### src/rtl/io_port_pkg.sv
// Shared register map, STATUS bit positions and sizing helper for io_port.
package io_port_pkg;

  localparam int unsigned ADDR_W = 2;

  localparam logic [ADDR_W-1:0] ADDR_SW     = 2'd0;
  localparam logic [ADDR_W-1:0] ADDR_LED    = 2'd1;
  localparam logic [ADDR_W-1:0] ADDR_STATUS = 2'd2;
  localparam logic [ADDR_W-1:0] ADDR_BLINK  = 2'd3;

  localparam int unsigned CHG_BIT    = 0;
  localparam int unsigned IRQ_EN_BIT = 1;

  // Bits needed to count 0..n-1, never less than one.
  function automatic int unsigned cnt_width(input int unsigned n);
    return (n > 1) ? $clog2(n) : 1;
  endfunction

endpackage

### src/rtl/io_debounce.sv
// One switch bit: 2-flop synchroniser followed by a consecutive-difference debouncer.
module io_debounce #(
  parameter int unsigned DEBOUNCE_CYCLES = 4
) (
  input  logic clock,
  input  logic reset,
  input  logic pin_i,
  output logic stable_o,
  output logic accept_c_o
);

  localparam int unsigned CNT_W = $clog2(DEBOUNCE_CYCLES + 1);
  localparam logic [CNT_W-1:0] CNT_LAST = CNT_W'(DEBOUNCE_CYCLES - 1);

  logic             sync1_q, sync2_q;
  logic             stable_q, stable_d;
  logic [CNT_W-1:0] cnt_q, cnt_d;

  // Count consecutive differing samples; accept on the last one, otherwise restart.
  always_comb begin
    cnt_d      = '0;
    stable_d   = stable_q;
    accept_c_o = 1'b0;
    if (sync2_q != stable_q) begin
      if (cnt_q == CNT_LAST) begin
        stable_d   = sync2_q;
        accept_c_o = 1'b1;
      end else begin
        cnt_d = cnt_q + CNT_W'(1);
      end
    end
  end

  // Synchroniser and debounce state.
  always_ff @(posedge clock or negedge reset) begin
    if (!reset) begin
      sync1_q  <= 1'b0;
      sync2_q  <= 1'b0;
      cnt_q    <= '0;
      stable_q <= 1'b0;
    end else begin
      sync1_q  <= pin_i;
      sync2_q  <= sync1_q;
      cnt_q    <= cnt_d;
      stable_q <= stable_d;
    end
  end

  assign stable_o = stable_q;

endmodule

### src/rtl/io_port.sv
// Memory-mapped switch/LED peripheral: debounced switches, blinking LEDs, sticky change flag.
module io_port
  import io_port_pkg::*;
#(
  parameter int unsigned WIDTH           = 4,
  parameter int unsigned DATA_WIDTH      = 16,
  parameter int unsigned DEBOUNCE_CYCLES = 4,
  parameter int unsigned BLINK_DIV       = 8
) (
  input  logic                  clock,
  input  logic                  reset,
  input  logic [ADDR_W-1:0]     addr,
  input  logic                  wr_en,
  input  logic                  rd_en,
  input  logic [DATA_WIDTH-1:0] wdata,
  output logic [DATA_WIDTH-1:0] rdata,
  output logic                  rdata_valid,
  output logic                  irq,
  input  logic [WIDTH-1:0]      switches,
  output logic [WIDTH-1:0]      LEDs
);

  localparam int unsigned BLK_W = cnt_width(BLINK_DIV);
  localparam logic [BLK_W-1:0] BLK_LAST = BLK_W'(BLINK_DIV - 1);

  logic [WIDTH-1:0]      sw_q;
  logic [WIDTH-1:0]      sw_accept_c;
  logic [WIDTH-1:0]      led_q, led_d;
  logic [WIDTH-1:0]      blink_q, blink_d;
  logic                  chg_q, chg_d;
  logic                  irq_en_q, irq_en_d;
  logic [BLK_W-1:0]      blk_cnt_q, blk_cnt_d;
  logic                  phase_q, phase_d;
  logic [DATA_WIDTH-1:0] rdata_q, rdata_d;
  logic                  rvalid_q;
  logic [1:0]            status_c;
  logic                  unused_c;

  // Write data bits above the register widths are intentionally ignored.
  assign unused_c = ^wdata;

  for (genvar g = 0; g < WIDTH; g++) begin : g_db
    io_debounce #(
      .DEBOUNCE_CYCLES(DEBOUNCE_CYCLES)
    ) u_db (
      .clock     (clock),
      .reset     (reset),
      .pin_i     (switches[g]),
      .stable_o  (sw_q[g]),
      .accept_c_o(sw_accept_c[g])
    );
  end

  // STATUS as seen by reads.
  always_comb begin
    status_c             = '0;
    status_c[CHG_BIT]    = chg_q;
    status_c[IRQ_EN_BIT] = irq_en_q;
  end

  // Register writes; a switch acceptance overrides a same-cycle CHG clear.
  always_comb begin
    led_d    = led_q;
    blink_d  = blink_q;
    irq_en_d = irq_en_q;
    chg_d    = chg_q;
    if (wr_en) begin
      case (addr)
        ADDR_LED:    led_d = wdata[WIDTH-1:0];
        ADDR_STATUS: begin
          irq_en_d = wdata[IRQ_EN_BIT];
          if (wdata[CHG_BIT]) chg_d = 1'b0;
        end
        ADDR_BLINK:  blink_d = wdata[WIDTH-1:0];
        default:     ;
      endcase
    end
    if (|sw_accept_c) chg_d = 1'b1;
  end

  // Read mux samples pre-write register values.
  always_comb begin
    rdata_d = rdata_q;
    if (rd_en) begin
      case (addr)
        ADDR_SW:     rdata_d = DATA_WIDTH'(sw_q);
        ADDR_LED:    rdata_d = DATA_WIDTH'(led_q);
        ADDR_STATUS: rdata_d = DATA_WIDTH'(status_c);
        default:     rdata_d = DATA_WIDTH'(blink_q);
      endcase
    end
  end

  // Blink divider: phase toggles on each wrap of the 0..BLINK_DIV-1 counter.
  always_comb begin
    blk_cnt_d = blk_cnt_q + BLK_W'(1);
    phase_d   = phase_q;
    if (blk_cnt_q == BLK_LAST) begin
      blk_cnt_d = '0;
      phase_d   = ~phase_q;
    end
  end

  // Register state.
  always_ff @(posedge clock or negedge reset) begin
    if (!reset) begin
      led_q     <= '0;
      blink_q   <= '0;
      chg_q     <= 1'b0;
      irq_en_q  <= 1'b0;
      blk_cnt_q <= '0;
      phase_q   <= 1'b0;
      rdata_q   <= '0;
      rvalid_q  <= 1'b0;
    end else begin
      led_q     <= led_d;
      blink_q   <= blink_d;
      chg_q     <= chg_d;
      irq_en_q  <= irq_en_d;
      blk_cnt_q <= blk_cnt_d;
      phase_q   <= phase_d;
      rdata_q   <= rdata_d;
      rvalid_q  <= rd_en;
    end
  end

  assign rdata       = rdata_q;
  assign rdata_valid = rvalid_q;
  assign irq         = chg_q & irq_en_q;
  assign LEDs        = led_q & (~blink_q | {WIDTH{phase_q}});

endmodule
### config.mk
export PLATFORM = sky130hd
export DESIGN_NAME = io_port
export DESIGN_NICKNAME = d
export VERILOG_FILES = /design/src/rtl/io_port_pkg.sv /design/src/rtl/io_debounce.sv /design/src/rtl/io_port.sv
export SDC_FILE = /design/constraint.sdc
export NUM_CORES = 1
export LEC_CHECK = 0
export CORE_AREA = 3 3 68 70
export DETAILED_ROUTE_END_ITERATION = 6
export DIE_AREA = 0 0 71 73
export GPL_ROUTABILITY_DRIVEN = 0
export GPL_TIMING_DRIVEN = 1
export PLACE_DENSITY = 0.77
export SETUP_SLACK_MARGIN = 0.2
export SYNTH_ARGS = -nofsm -noshare
export SYNTH_HDL_FRONTEND = slang
export SYNTH_SLANG_ARGS = --single-unit
### constraint.sdc
create_clock -name clock -period 2.5 [get_ports clock]
set_input_delay 0.75 -clock clock [delete_from_list [all_inputs] [get_ports clock]]
set_output_delay 0.75 -clock clock [all_outputs]
set_load 0.01 [all_outputs]
; After elaboration in Yosys (flattened, before gate mapping)
; Cells that the tools add are included.
[op_classes]
add_sub_neg = 5
eq_ne = 12
muxes = 22
bitwise = 5
n_reduce_logical = 13
[op_table]
columns = cell, n
row1 = $mux 3, 9
row2 = $add 3x1->3 const B, 5
row3 = $reduce_and 2->1, 7
row4 = $eq 3x2->1 const B, 4
row5 = $mux 1, 12
row6 = $pmux 4 s3, 1
row7 = $reduce_bool 2->1, 3
row8 = $and 4x4->4, 1
row9 = $eq 2x2->1 const B, 2
row10 = $ne 1x1->1, 4
row11 = $not 4->4, 1
row12 = $or 4x4->4, 1
row13 = $reduce_or 4->1, 1
row14 = $eq 3x3->1 const B, 1
row15 = $reduce_and 3->1, 1
row16 = $eq 2x1->1 const B, 1
row17 = $logic_not 2->1, 1
row18 = $and 1x1->1, 1
row19 = $not 1->1, 1
[word_totals]
register_bits = 55
output_inout_bits = 22
word_cells = 81

; Depth between registers and ports, before layout
; Gate-level depths: netlist of run 1.
[depth]
word_depth = 6
mapped_depth = 4
ltp_nobuf = 4

; Cells and area by module
; From an unflattened synthesis of run 1, not the netlist that was laid out.
[unflattened]
cells_unflattened = 137
hier_area_um2 = 1869.3
[by_module_without_submodules]
columns = module, n_inst, cells_per_inst, area_each_um2, seq_area_each_um2
row1 = io_port, 1, 81, 978.4, 475.5
row2 = io_debounce, 4, 14, 222.7, 150.1

; Least setup slack after synthesis of run 1
; OpenSTA, ideal clock, no wires.
[synth_path]
kind = input-to-reg
startpoint = in addr[0]
endpoint = reg rdata_q[0] (netlist: rdata[0])
setup_ns = 0.125
arrival_ns = 1.583
t_required_ns = 2.375
setup_slack_ns = 0.793
stages = 3
path_cell_list = buf_6 mux4_2 mux2_2
[synth_between]
elab_chain_cells = 2
[synth_rtl]
columns = item, line_no
row1 = "start, declared", io_port.sv:12  ; input logic [ADDR_W-1:0] addr,
row2 = "$eq 2x2->1, or another cell as far along", io_port.sv:85  ; case (addr)
row3 = $pmux 4 s3 *, io_port.sv:85
row4 = "end signal, assigned", io_port.sv:122  ; rdata_q <= rdata_d;
row5 = "end, declared", io_port.sv:34  ; logic [DATA_WIDTH-1:0] rdata_q, rdata_d;
; Mark *: on every way between the ends. The rest lies on a longest branch, timed or not.
; A chain may end at the register's enable or synchronous reset.

; Worst setup path after layout of run 1
[layout_path]
startpoint = reg chg_q
endpoint = out irq
[layout_between]
elab_chain_cells = 1
[layout_rtl]
columns = item, line_no
row1 = "start, declared", io_port.sv:30  ; logic chg_q, chg_d;
row2 = "start signal, assigned", io_port.sv:118  ; chg_q <= chg_d;
row3 = $and 1x1->1, io_port.sv:129  ; assign irq = chg_q & irq_en_q;
row4 = "end, declared", io_port.sv:18  ; output logic irq,
; Every way passes these cells.

==> results of run 1 <==
==> what timing repair did <==
| action | 4_1_cts | 5_1_grt |
|---|---|---|
| resized for setup | 3 | 4 |
| setup buffers | 0 | 0 |
| endpoints found under the setup margin | 3 | 4 |
| hold buffers | 0 | 0 |
==> layer usage <==
| metal | up-vias | global-route usage [%] | part of all wire, % |
|---|---|---|---|
| li1 | 489 | - | - |
| met4 | 0 | 8.559 | 3.7 |
| met5 | - | 0 | 0 |
| met1 | 539 | 15.76 | 40 |
| met3 | 8 | 5.096 | 6.1 |
| met2 | 38 | 23.69 | 50 |
==> cells by family after synthesis <==
family / Yosys count
compound gates: 12
fa+ha+maj: 6
mux: 17
simple gates: 31
xor+xnor: 6
flops: 43
other cells: 1
buf+inv: 17
==> worst paths after layout <==
kind	start	end	slack, ns
max reg2reg	g_db[1].u_db.stable_o$_DFFE_PN0P_	rdata[1]$_DFFE_PN0P_	1.22
min in group asynchronous	reset	blk_cnt_q[1]$_DFF_PN0_	0.50
max in group asynchronous	reset	g_db[3].u_db.sync1_q$_DFF_PN0_	1.62
min	g_db[3].u_db.sync1_q$_DFF_PN0_	g_db[3].u_db.sync2_q$_DFF_PN0_	0.34
min reg2reg	g_db[3].u_db.sync1_q$_DFF_PN0_	g_db[3].u_db.sync2_q$_DFF_PN0_	0.34
max	chg_q$_DFFE_PN0P_	irq	0.40
==> synth_stat cells (all sizes together) <==
cell    count
nor3b       4
nand3b      2
a21boi      4
and2        2
inv         3
ha          6
nand4       1
mux2       15
xor2        4
a32oi       1
a22oi       2
dfrtp      43
a21oi       2
mux4        2
xnor2       2
nand3       1
buf        14
and3        2
nand2       4
nor2b       2
o21ai       3
nand2b      4
nor2        6
conb        1
and3b       1
nor3        2
==> area by class of cell <==
cell class                      count  share of cell area, %
Inverter                            3                 0.5251
Multi-Input combinational cell     84                  29.87
Clock buffer                        7                  4.492
Clock inverter                      1                 0.3501
Tap cell                           50                  2.917
Sequential cell                    43                  50.17
Timing Repair Buffer               25                  11.67
==> worst register-to-register path, stage by stage (launching register included) <==
cell and delay (ns):
dfrtp_1 0.42, mux4_2 0.48, mux2_2 0.27
==> stage by stage <==
| step | instance area [um^2] | setup WS, ns | instances |
|---|---|---|---|
| 5_1_grt | 2145 | 0.2950 | 213 |
| 2_1_floorplan | 1834 | 0.7926 | 144 |
| 3_3_place_gp | 2031 | 0.2358 | 205 |
| 3_5_place_dp | 2031 | 0.2324 | 205 |
| 4_1_cts | 2135 | 0.2027 | 213 |
| 6_report | 2145 | 0.4039 | 213 |
==> flip-flops by register name (all words and copies together) (netlist names) <==
signal              cells
irq_en_q                1
g_db.u_db.cnt_q        12
chg_q                   1
rdata                   4
rdata_valid             1
g_db.u_db.sync2_q       4
led_q                   4
phase_q                 1
blink_q                 4
g_db.u_db.stable_o      4
g_db.u_db.sync1_q       4
blk_cnt_q               3
==> where the power goes <==
part	leakage, nW	internal (W)	switching (W)
combinational	0.456	0.000257	0.000199
clock	0.0505	0.000251	0.000223
sequential	0.530	0.000840	0.000105
total	1.04	0.00135	0.000527
==> out/results.tsv, run 1 <==
metric	value	unit
outcome	completed	
Final Critical Period	2.096	ns
Antenna Nets Post-Route	0	
RSZ-0062 raised after global routing	no	
max-cap violation count	0	
Area contributors post-synth	dfrtp_1 60%, mux2_2 9.4%, buf_4 5.0%, ha_1 4.2%, mux4_2 2.5%	
Post-Route WL	3.121	mm
worst ir drop on vdd	442.5	uV
Die H	73	um
first-pass GRT wire length	5.520	mm
Setup TNS Final	0	ns
Distinct cells, synth	28	
H-tree Lvls	2	
Ys Warns	0	
Max Freq	477.1	MHz
Stages on worst setup path	2	
Die ar.	5183	um^2
Post-Syn Area	1793	um^2
R2R cell count	2	
gr usage total	14.27	%
largest stage delay on the critical path	0.54	ns
final core occ	53.23	%
normalized max-slew margin	64.89	%
clock-pin transition on the worst setup and hold timing paths	0.08	ns
DR iter-0 viols	41	
Slowest cell on crit path	clkdlybuf4s50_1	
top-area cell type share of the netlist area	60.01	%
Initial Utilization	44.50	%
Congestion Overflow GR	0	
mux cell area share after synthesis	11.93	%
Rows	23	
commonest non-fill, non-tap cell in the layout	dfrtp_1	
clk sinks	43	
flip-flop and latch area	1076	um^2
largest family of logic cells by synthesized area	multiplexers	
layout cell share with drive strength beyond 1	17.18	%
# fillers	345	
area leader, netlist	dfrtp_1	
area grow syn2layout	19.61	%
Syn Inst Count	133	
IO Port Bufs	23	
CTS tree	yes	
Fin. Hold Viols	0	
Top delay family on crit path	buffers and inverters	
CP max FO	3	
leakage	1.037	nW
crit-path cells	and2_1 -> clkdlybuf4s50_1	
Crit Path Class	reg2out	
via/cell ratio	5.042	
hold depth	0	
CORE AREA	4029	um^2
area share of xor/xnor cells in the synthesized design	2.931	%
WP buf/inv	1	
Slew Limit Fails	0	
Clock Latency Late Sink	0.29	ns
post-synthesis adder-cell area fraction	4.187	%
synthesis-stage register bit count	43	
worst hold margin	0.3414	ns
Post-Synth Simple-Gate Area	9.770	%
final period utilization	83.84	%
Ports	48	
Mapped Avg Cell Area	13.48	um^2
post-synthesis compound-gate area fraction	4.396	%
vias	1074	
Clock Skews	0.007732	ns
vias in the first global route	1147	
critical path data arrival time	1.35	ns
initial antenna violation count	0	
DR pass1 iterations	4	
drt wl/cell	14.65	um
HPWL after DPL	2.339	mm
CTS root buf	clkbuf_8	
crit path launch type	register	
cts bufs inserted	5	
footprint of the multi-input gates	640.6	um^2
sequential-to-total area share from yosys stat	60.01	%
largest net degree at the start of global routing	44	
n_diodes	0	
highest-count cells in the layout ignoring fill and taps	43 x dfrtp_1, 18 x clkdlybuf4s50_1, 15 x mux2_2, 12 x conb_1, 7 x clkbuf_8	
width of the die	71	um
Clock Tree Buf Depth	2	
PnR Total Power	0.001875	W
endpoint class of the critical path	output pin	
Tightest Hold Check Type	reg2reg	
Layout Nets	194	
Final setup viols	0	
Critical Path RT	1.75	ns
drt drc	0	
Power Density	874.4	nW/um^2
Least-Margin Pin Slew	0.5267	ns
(Power assumes the default switching activity.)
==> run 2: changes to the inputs <==
--- a/config.mk
+++ b/config.mk
@@ -5,12 +5,12 @@
 export SDC_FILE = /design/constraint.sdc
 export NUM_CORES = 1
 export LEC_CHECK = 0
-export CORE_AREA = 3 3 68 70
+export CORE_AREA = 3 3 69 71
 export DETAILED_ROUTE_END_ITERATION = 6
-export DIE_AREA = 0 0 71 73
+export DIE_AREA = 0 0 72 74
 export GPL_ROUTABILITY_DRIVEN = 0
 export GPL_TIMING_DRIVEN = 1
-export PLACE_DENSITY = 0.77
+export PLACE_DENSITY = 0.78
 export SETUP_SLACK_MARGIN = 0.2
 export SYNTH_ARGS = -nofsm -noshare
 export SYNTH_HDL_FRONTEND = slang
==> constraint.sdc (replaced) <==
create_clock -name clock -period 1.8 [get_ports clock]
set_input_delay 0.54 -clock clock [delete_from_list [all_inputs] [get_ports clock]]
set_output_delay 0.54 -clock clock [all_outputs]
set_load 0.01 [all_outputs]
==> run 2 against run 1 <==
  * Combinational power grew 33%
  * Global-route usage fell by 2.2 points
  * Flip-flop and latch count is the same
  * Critical endpoint is now LEDs[0]
==> out/results.tsv, run 2 (synthesized netlist as in run 1, its figures left out) <==
metric	value	unit	change
M1 GR Usage	14.34	%	-1.4 points
max-cap violation count	0		unchanged
layout cell share with drive strength beyond 1	23.35	%	+6.2 points
area grow syn2layout	20.59	%	
Critical Path RT	1.26	ns	-0.49 ns
Reg power frac	51.0	%	+0.6 points
Hold Buf Count CTS	0		unchanged
H-tree Lvls	2		unchanged
Ports	48		unchanged
Worst R2R Start	blink_q[1]$_DFFE_PN0P_		
CTS root buf	clkbuf_8		
Max Freq	644.1	MHz	
vias	1041		-3.1%
DR pass1 iterations	4		unchanged
worst ir drop on vdd	734.1	uV	+66%
Die H	74	um	+1.4%
Antenna Nets Post-Route	0		unchanged
largest net degree at the start of global routing	44		unchanged
Sw Pwr	0.0006994	W	+33%
Largest Register	g_db.u_db.cnt_q		
clock-pin transition on the worst setup and hold timing paths	0.07	ns	about the same
sw frac	27.44	%	-0.69 points
highest-count cells in the layout ignoring fill and taps	43 x dfrtp_1, 12 x mux2_2, 12 x conb_1, 10 x clkdlybuf4s50_1, 7 x clkbuf_8		
Clock Latency Late Sink	0.29	ns	about the same
CORE AREA	4294	um^2	+6.6%
Power Density	1179	nW/um^2	+35%
Placement Setup Slack	-0.3800	ns	-0.6123 ns
via/cell ratio	4.753		-5.7%
Clock Skews	0.005518	ns	-0.002214 ns
first-pass GRT wire length	4.912	mm	-11%
outcome	completed		
max reg flops	12		unchanged
leakage	1.046	nW	+0.93%
Slowest cell on crit path	dfrtp_1		
critical path data arrival time	1.01	ns	-0.34 ns
CP max FO	4		+1
Slew Limit Fails	0		unchanged
largest stage delay on the critical path	0.36	ns	-0.18 ns
Tightest Hold Check Type	in2async		
n_diodes	0		unchanged
IO Port Bufs	23		unchanged
Initial Utilization	41.75	%	-2.7 points
met3 Use GR	4.324	%	-0.77 points
CTS tree	yes		
crit-path cells	inv_2 -> a21boi_1 -> clkbuf_2		
PnR worst setup slack	0.2474	ns	-0.1565 ns
HPWL after DPL	2.198	mm	-6.0%
grt met2 use	21.12	%	-2.6 points
Post-Route WL	2.935	mm	-6.0%
endpoint class of the critical path	output pin		
final core occ	50.35	%	-2.9 points
Congestion Overflow GR	0		unchanged
final non-filler cell total	219		+2.8%
# fillers	373		+8.1%
Rows	24		+4.3%
width of the die	72	um	+1.4%
initial antenna violation count	0		unchanged
PnR Total Power	0.002549	W	+36%
drt drc	0		unchanged
layer with the highest usage	met2		
commonest non-fill, non-tap cell in the layout	dfrtp_1		
DP Cell Count	208		+1.5%
Clock Power Share	25.3	%	about the same
Setup TNS Final	0	ns	unchanged
final period utilization	86.25	%	
DR iter-0 viols	21		-49%
Die ar.	5328	um^2	+2.8%
Final setup viols	0		unchanged
clk sinks	43		unchanged
Combinational Power Share	23.7	%	-0.6 points
vias in the first global route	1107		-3.5%
Crit Path Class	reg2out		
Pint	0.001850	W	+37%
Layout Nets	198		+2.1%
R2R cell count	2		unchanged
Final Critical Period	1.553	ns	
RSZ-0062 raised after global routing	yes		
cts bufs inserted	5		unchanged
gr usage total	12.02	%	-2.2 points
drt wl/cell	13.40	um	-8.5%
Fin. Hold Viols	0		unchanged
crit path launch type	register		
Clock Tree Buf Depth	2		unchanged
crit path launch	phase_q$_DFFE_PN0P_		
-- run 2: changes by cell type in the layout (fill, tap and decap cells not counted), sizes merged --
cell           previous run  this run
buf                       3        11
clkdlybuf4s50            18        10
dlygate4sd2               0         5
clkbuf                    7        10
dlymetal6s2s              4         1
clkinvlp                  1         0
-- run 2: final cells by class --
cell class              instances  area, um^2  share of cell area, %
repair buffers                 29       252.7                  11.69
inverters                       3       11.26                 0.5208
flip-flops and latches         43        1076                  49.77
well taps                      52       65.06                  3.009
clock buffers                   8       100.1                  4.630
multi-input cells              84       656.9                  30.38
-- run 2: path summary, 6_finish.rpt --
check / end / slack, ns
worst max-delay path: LEDs[0] / 0.25
worst min-delay path: blink_q[2]$_DFFE_PN0P_ / 0.21
worst max register to register: rdata[1]$_DFFE_PN0P_ / 0.52
worst min register to register: g_db[0].u_db.sync2_q$_DFF_PN0_ / 0.35
max in group asynchronous: g_db[1].u_db.sync2_q$_DFF_PN0_ / 1.39
min in group clock: g_db[0].u_db.sync2_q$_DFF_PN0_ / 0.35
-- run 2: worst max-delay path: cells and delay by family, from the launching register on --
| family | cells | cell delay, ns |
|---|---|---|
| buffers and inverters | 2 | 0.23 |
| flip-flops | 1 | 0.36 |
| AO/OA/AOI/OAI | 1 | 0.15 |
-- run 2: power groups by stage --
stage                     Combinational [W]  Clock (W)  Sequential, W
after floorplan                    0.000415          0        0.00129
after global placement             0.000601          0        0.00131
after detailed placement           0.000635          0        0.00132
after CTS                          0.000602   0.000660        0.00130
after global routing               0.000685   0.000708        0.00133
final                              0.000605   0.000645        0.00130
-- run 2: what timing repair did --
action                     CTS  global route
gates resized for setup     29             9
buffers inserted             1             2
setup endpoints to repair   19            11
-- run 2: per-stage QoR --
stage	area [um^2]	hold WS (ns)
floorplan	1834	0.2444
global placement	2053	0.3348
detailed placement	2053	0.3387
CTS	2138	0.2145
global route	2162	0.2341
finish	2162	0.2070
-- run 2: layer usage --
metal | up-vias | routed length [um]
met1 | 514 | 1190
met3 | 3 | 162
li1 | 498 | -
met5 | - | 0
met2 | 26 | 1557
met4 | 0 | 25
==> run 3: changes to the inputs <==
--- a/config.mk
+++ b/config.mk
@@ -5,6 +5,7 @@
 export SDC_FILE = /design/constraint.sdc
 export NUM_CORES = 1
 export LEC_CHECK = 0
+export ABC_CLOCK_PERIOD_IN_PS = 1800
 export CORE_AREA = 3 3 69 71
 export DETAILED_ROUTE_END_ITERATION = 6
 export DIE_AREA = 0 0 72 74
@@ -15,3 +16,4 @@
 export SYNTH_ARGS = -nofsm -noshare
 export SYNTH_HDL_FRONTEND = slang
 export SYNTH_SLANG_ARGS = --single-unit
+export TNS_END_PERCENT = 100
==> results of run 3 <==
No change in the layout: final DEF, timing and power equal those of run 2.
